**src/rtl/uart_tx_scheduler.sv**
```systemverilog
// Round-robin scheduler sharing one UART byte transmitter among NUM_REQ requesters,
// with burst locking capped at MAX_BURST. Optional launch watchdog: define TX_TIMEOUT_EN.
module uart_tx_scheduler #(
  parameter int NUM_REQ     = 4,
  parameter int MAX_BURST   = 16,
  parameter int TIMEOUT_CYC = 64
) (
  input  logic                   clk,
  input  logic                   reset,
  input  logic [NUM_REQ-1:0]     i_req_valid,
  input  logic [8*NUM_REQ-1:0]   i_req_data,
  input  logic [NUM_REQ-1:0]     i_req_last,
  output logic [NUM_REQ-1:0]     o_req_ready,
  output logic [NUM_REQ-1:0]     o_grant,
  output logic [7:0]             o_tx_data,
  output logic                   o_tx_ready,
  input  logic                   i_tx_done,
  input  logic                   i_tx_active,
  output logic                   o_busy,
  output logic                   o_timeout
);

  localparam int IDX_W = $clog2(NUM_REQ);
  localparam int BC_W  = $clog2(MAX_BURST + 1);

  localparam logic [IDX_W-1:0] LAST_IDX    = IDX_W'(NUM_REQ - 1);
  localparam logic [BC_W-1:0]  MAX_BURST_C = BC_W'(MAX_BURST);

  typedef enum logic [1:0] {
    S_IDLE,
    S_GRANT,
    S_LAUNCH,
    S_WAIT_DONE
  } state_t;

  state_t            state;
  logic [IDX_W-1:0]  rr_ptr;
  logic [IDX_W-1:0]  grant_idx;
  logic              last_q;
  logic [BC_W-1:0]   burst_cnt;

  logic [7:0]        req_bytes [NUM_REQ];
  logic [IDX_W-1:0]  cand;
  logic [IDX_W-1:0]  pick_idx;
  logic              pick_found;
  logic              burst_continue;

  // The transmitter busy flag is informational only; sequencing relies on the done pulse.
  logic unused_tx_active;
  assign unused_tx_active = i_tx_active;

  for (genvar r = 0; r < NUM_REQ; r++) begin : g_bytes
    assign req_bytes[r] = i_req_data[8*r +: 8];
  end

  function automatic logic [NUM_REQ-1:0] to_onehot(input logic [IDX_W-1:0] idx);
    to_onehot      = '0;
    to_onehot[idx] = 1'b1;
  endfunction

  // Search starts just after the last released owner, so each requester is
  // served at most once per rotation.
  always_comb begin
    // NOTE: every combinational output gets a default first so no path leaves it
    // unassigned, which would otherwise infer a latch.
    pick_found = 1'b0;
    pick_idx   = '0;
    cand       = '0;
    for (int i = 1; i <= NUM_REQ; i++) begin
      cand = IDX_W'((int'(rr_ptr) + i) % NUM_REQ);
      if (!pick_found && i_req_valid[cand]) begin
        pick_found = 1'b1;
        pick_idx   = cand;
      end
    end
  end

  assign burst_continue = !last_q && (burst_cnt < MAX_BURST_C);

`ifdef TX_TIMEOUT_EN
  localparam int TO_W = $clog2(TIMEOUT_CYC + 1);
  localparam logic [TO_W-1:0] TO_LAST = TO_W'(TIMEOUT_CYC - 1);

  logic [TO_W-1:0] to_cnt;
  logic            to_flag;

  assign o_timeout = to_flag;
`else
  logic [31:0] unused_timeout_cyc;
  assign unused_timeout_cyc = 32'(TIMEOUT_CYC);
  assign o_timeout          = 1'b0;
`endif

  always_ff @(posedge clk or posedge reset) begin
    if (reset) begin
      state       <= S_IDLE;
      rr_ptr      <= LAST_IDX;
      grant_idx   <= '0;
      last_q      <= 1'b0;
      burst_cnt   <= '0;
      o_req_ready <= '0;
      o_grant     <= '0;
      o_tx_data   <= 8'h00;
      o_tx_ready  <= 1'b0;
      o_busy      <= 1'b0;
`ifdef TX_TIMEOUT_EN
      to_cnt      <= '0;
      to_flag     <= 1'b0;
`endif
    end else begin
      // NOTE: non-blocking assignments; the pulse defaults below are overridden by
      // a later assignment in the same cycle because the last scheduled update wins.
      o_tx_ready <= 1'b0;
`ifdef TX_TIMEOUT_EN
      to_flag    <= 1'b0;
`endif
      case (state)
        S_IDLE: begin
          if (pick_found) begin
            grant_idx   <= pick_idx;
            o_grant     <= to_onehot(pick_idx);
            o_req_ready <= to_onehot(pick_idx);
            o_busy      <= 1'b1;
            state       <= S_GRANT;
          end
        end

        // Ready stays high until the owner presents a byte; a locked owner
        // keeps the grant while it catches up.
        S_GRANT: begin
          if (i_req_valid[grant_idx]) begin
            o_tx_data   <= req_bytes[grant_idx];
            last_q      <= i_req_last[grant_idx];
            burst_cnt   <= burst_cnt + BC_W'(1);
            o_req_ready <= '0;
            o_tx_ready  <= 1'b1;
            state       <= S_LAUNCH;
          end
        end

        S_LAUNCH: begin
          state <= S_WAIT_DONE;
`ifdef TX_TIMEOUT_EN
          to_cnt <= '0;
`endif
        end

        S_WAIT_DONE: begin
          if (i_tx_done) begin
            if (burst_continue) begin
              o_req_ready <= o_grant;
              state       <= S_GRANT;
            end else begin
              rr_ptr    <= grant_idx;
              o_grant   <= '0;
              burst_cnt <= '0;
              o_busy    <= 1'b0;
              state     <= S_IDLE;
            end
          end
`ifdef TX_TIMEOUT_EN
          else if (to_cnt == TO_LAST) begin
            to_flag   <= 1'b1;
            rr_ptr    <= grant_idx;
            o_grant   <= '0;
            burst_cnt <= '0;
            o_busy    <= 1'b0;
            state     <= S_IDLE;
          end else begin
            to_cnt <= to_cnt + TO_W'(1);
          end
`endif
        end

        default: state <= S_IDLE;
      endcase
    end
  end

endmodule

```
**config.mk**
```make
export PLATFORM = sky130hd
export DESIGN_NAME = uart_tx_scheduler
export DESIGN_NICKNAME = d
export VERILOG_FILES = /design/src/rtl/uart_tx_scheduler.sv
export SDC_FILE = /design/constraint.sdc
export NUM_CORES = 1
export LEC_CHECK = 0
export CORE_UTILIZATION = 35
export DETAILED_ROUTE_END_ITERATION = 10
export GPL_ROUTABILITY_DRIVEN = 0
export PLACE_DENSITY = 0.65
export SETUP_SLACK_MARGIN = 0.02
export SLEW_MARGIN = 20
export SYNTH_ARGS = -nofsm -noshare
export SYNTH_HDL_FRONTEND = slang
export SYNTH_SLANG_ARGS = --single-unit
```
**constraint.sdc**
```tcl
create_clock -name clk -period 4.7 [get_ports clk]
set_clock_uncertainty 0.05 [all_clocks]
set_input_delay 0.47 -clock clk [delete_from_list [all_inputs] [get_ports clk]]
set_output_delay 0.47 -clock clk [all_outputs]
set_load 0.02 [all_outputs]
```
==> impl_metrics.csv <==
group,metric,value,unit
logic_synthesis,async_reset_ff_frac,1.00,
worst_setup_path,cp-start-kind,"flop",
sta,maxSlewViolCount,0,
logic_synthesis,synth_most_common_cell,"dfrtp_1",
clocking,numClockSinks,30,
floorplanning,ios,63,
placement,pre_cts_slack,2.03,ns
sta,worst_pin_slew,0.756,ns
floorplanning,die_area,5240,µm²
job,drv_cap,0,
global_routing,overflow,0,
worst_setup_path,cp.required,4.81,ns
placement,dp_hpwl,3050,µm
layout,antenna_cells,0,
placement,portBuffers,60,
clocking,cts_tree,"built",
worst_setup_path,cp-end-kind,"flop",
sta,rsz0062_at_grt,"no",
logic_synthesis,synth_top_area_frac,0.404,
layout,drive_gt1_frac,0.148,
routing,vias,1401,
clocking,cts_resized,0,
logic_synthesis,synthCells,152,
logic_synthesis,synth_top_cell_by_area,"dfrtp_1",
routing,wl_per_cell,14.1,µm
placement,dp.cells,275,
floorplanning,die_w,72.4,µm
routing,wl,3980,µm
logic_synthesis,yosys_warnings,0,
worst_setup_path,cp_max_fo,13,
floorplanning,initial_core_util,0.365,
worst_setup_path,cpPeakStageDelay,0.79,ns
worst_setup_path,path_cells,"mux2i_1 -> a22oi_2 -> nand3_2 -> or3b_4 -> mux2_1",
routing,vias_per_cell,4.95,
worst_hold_path,hold_path.class,"reg -> reg",
layout,num-fill-cells,457,
routing,initialDrtViolationCount,62,
logic_synthesis,synth.cell_area,1730,µm²
worst_setup_path,timing_worst_setup_path_type,"reg -> reg",
sta,period_minus_slack,2.47,ns
sta,fmax,0.405,GHz
clocking,insertion_delay,0.28,ns
power_and_ir_drop,peakVddDrop,0.307,mV
power_and_ir_drop,p_per_area,603,nW/µm²
sta,finalSetupTns,0,ns
worst_setup_path,critPathSlowestCell,"dfrtp_1",
clocking,cts_buffers,5,
logic_synthesis,syn_nets,201,
global_routing,antenna_found_initial,0,
routing,ant_nets,0,
layout,syn2layout_area_growth,44.9,%
routing,drc,0,
global_routing,grt_pass1_wl,6440,µm
power_and_ir_drop,power,1.51,mW
layout,fin_util,0.528,
logic_synthesis,syn_avg_cell_area,11.4,µm²
floorplanning,core_area,4750,µm²
sta,finalWorstSetupSlack,2.23,ns
global_routing,grt_max_degree,31,
logic_synthesis,synth_seq_area_share,0.434,
layout,fin_nets,264,
sta,setup_viol,0,
clocking,clockBufferDepth,2,
logic_synthesis,synth_cell_types,40,
routing,dr.pass1.iters,4,
layout,layout.cells.non_filler,283,
sta,finalHoldViolations,0,
sta,finalCritPeriodShare,0.526,
logic_synthesis,synth_common_cells,"dfrtp_1, nand2_1, nand2b_1, nor2_1, o21ai_0",
clocking,post-cts-setup-buffers,0,
clocking,clk_pin_slew,0.07,ns
global_routing,grt_usage,0.162,
sta,relSlewSlack,0.492,
floorplanning,chipHeight,72.4,µm
logic_synthesis,synthTopCellsByArea,"dfrtp_1, mux4_2, mux2_1",
worst_setup_path,arrival,2.58,ns
global_routing,grt_pass1_vias,1396,
power_and_ir_drop,p_leak,1.07,nW
clocking,cts-hold-fix-buffers,0,
logic_synthesis,synth-seq-cells,30,
run_status,status,"finished clean",
logic_synthesis,synth_edf_count,0,
sta,whs,0.440,ns
clocking,htreeDepth,2,
placement,place_area,2400,µm²
layout,design_area,2510,µm²
logic_synthesis,synthFlopType,"dfrtp_1",
clocking,root_buffer,"clkbuf_8",
floorplanning,rows,25,
[path summary, 6_finish.rpt]
check | from | endpoint | slack [ns] | cells past startpoint
setup / recovery | grant_idx[0]$_DFFE_PP0P_ | o_req_ready[3]$_DFFE_PP0P_ | 2.23 | 5
hold / removal | o_tx_data[6]$_DFFE_PP0P_ | o_tx_data[6]$_DFFE_PP0P_ | 0.44 | 1
setup reg to reg | grant_idx[0]$_DFFE_PP0P_ | o_req_ready[3]$_DFFE_PP0P_ | 2.23 | 5
hold reg to reg | o_tx_data[6]$_DFFE_PP0P_ | o_tx_data[6]$_DFFE_PP0P_ | 0.44 | 1
max in group asynchronous | reset | rr_ptr[1]$_DFFE_PP1P_ | 3.77 | 3
min in group asynchronous | reset | o_tx_data[3]$_DFFE_PP0P_ | 0.51 | 3
[where the power goes]
group	switching, mW	internal, mW	leakage (nW)	total (mW)
sequential	0.119	0.378	0.373	0.497
clock	0.0944	0.148	0.0575	0.242
combinational	0.356	0.419	0.641	0.775
total	0.570	0.945	1.07	1.51
[state kept, by name, summed over array words and instances (netlist names), 2 cells and up]
register / flops
o_grant: 4
rr_ptr: 2
grant_idx: 2
o_tx_data: 8
burst_cnt: 5
state: 2
o_req_ready: 4
[critical path: cells and delay by family, from the launching register on]
kind	cells	cell delay, ns
and+or+nand+nor	2	0.58
muxes	2	0.62
DFF	1	0.79
AOI/OAI and AO/OA	1	0.31
[metal layers]
metal | routed length [µm] | GRT usage | up-vias
met5 | 0 | 0 | -
met4 | 27 | 0.0632 | 0
met3 | 125 | 0.0431 | 2
met2 | 2180 | 0.270 | 24
met1 | 1650 | 0.199 | 701
li1 | - | - | 674
[cell usage in the layout (no fill, tap or decap), drive strengths merged, types with 2 or more instances in the layout]
cell / count
clkdlybuf4s50: 60
dfrtp: 28
nand2: 19
mux2: 18
o21ai: 10
nand2b: 9
nor2: 9
mux4: 9
clkbuf: 8
inv: 7
ha: 5
xor2: 3
o31ai: 3
mux2i: 2
a21oi: 2
o41ai: 2
nand4: 2
dfstp: 2
nand3: 2
[cell type report]
cell class              count  area, µm²  area share
clock buffers               8        110      0.0438
inverters                   7       26.3      0.0105
multi-input cells         110        931       0.371
flip-flops and latches     30        753       0.300
well taps                  67       83.8      0.0334
repair buffers             61        608       0.242
[kinds of logic (layout without fill, tap and decap cells)]
family / Yosys count / count (layout) / share of synthesized area
simple gates: 48 / 48 / 0.137
flops: 30 / 30 / 0.434
mux: 29 / 29 / 0.252
compound gates: 24 / 24 / 0.0945
buf+inv: 12 / 76 / 0.0289
fa+ha+maj: 5 / 5 / 0.0361
xor+xnor: 3 / 3 / 0.0152
other cells: 1 / 1 / 0.00216
No activity file was read; power rests on OpenSTA's default activity.
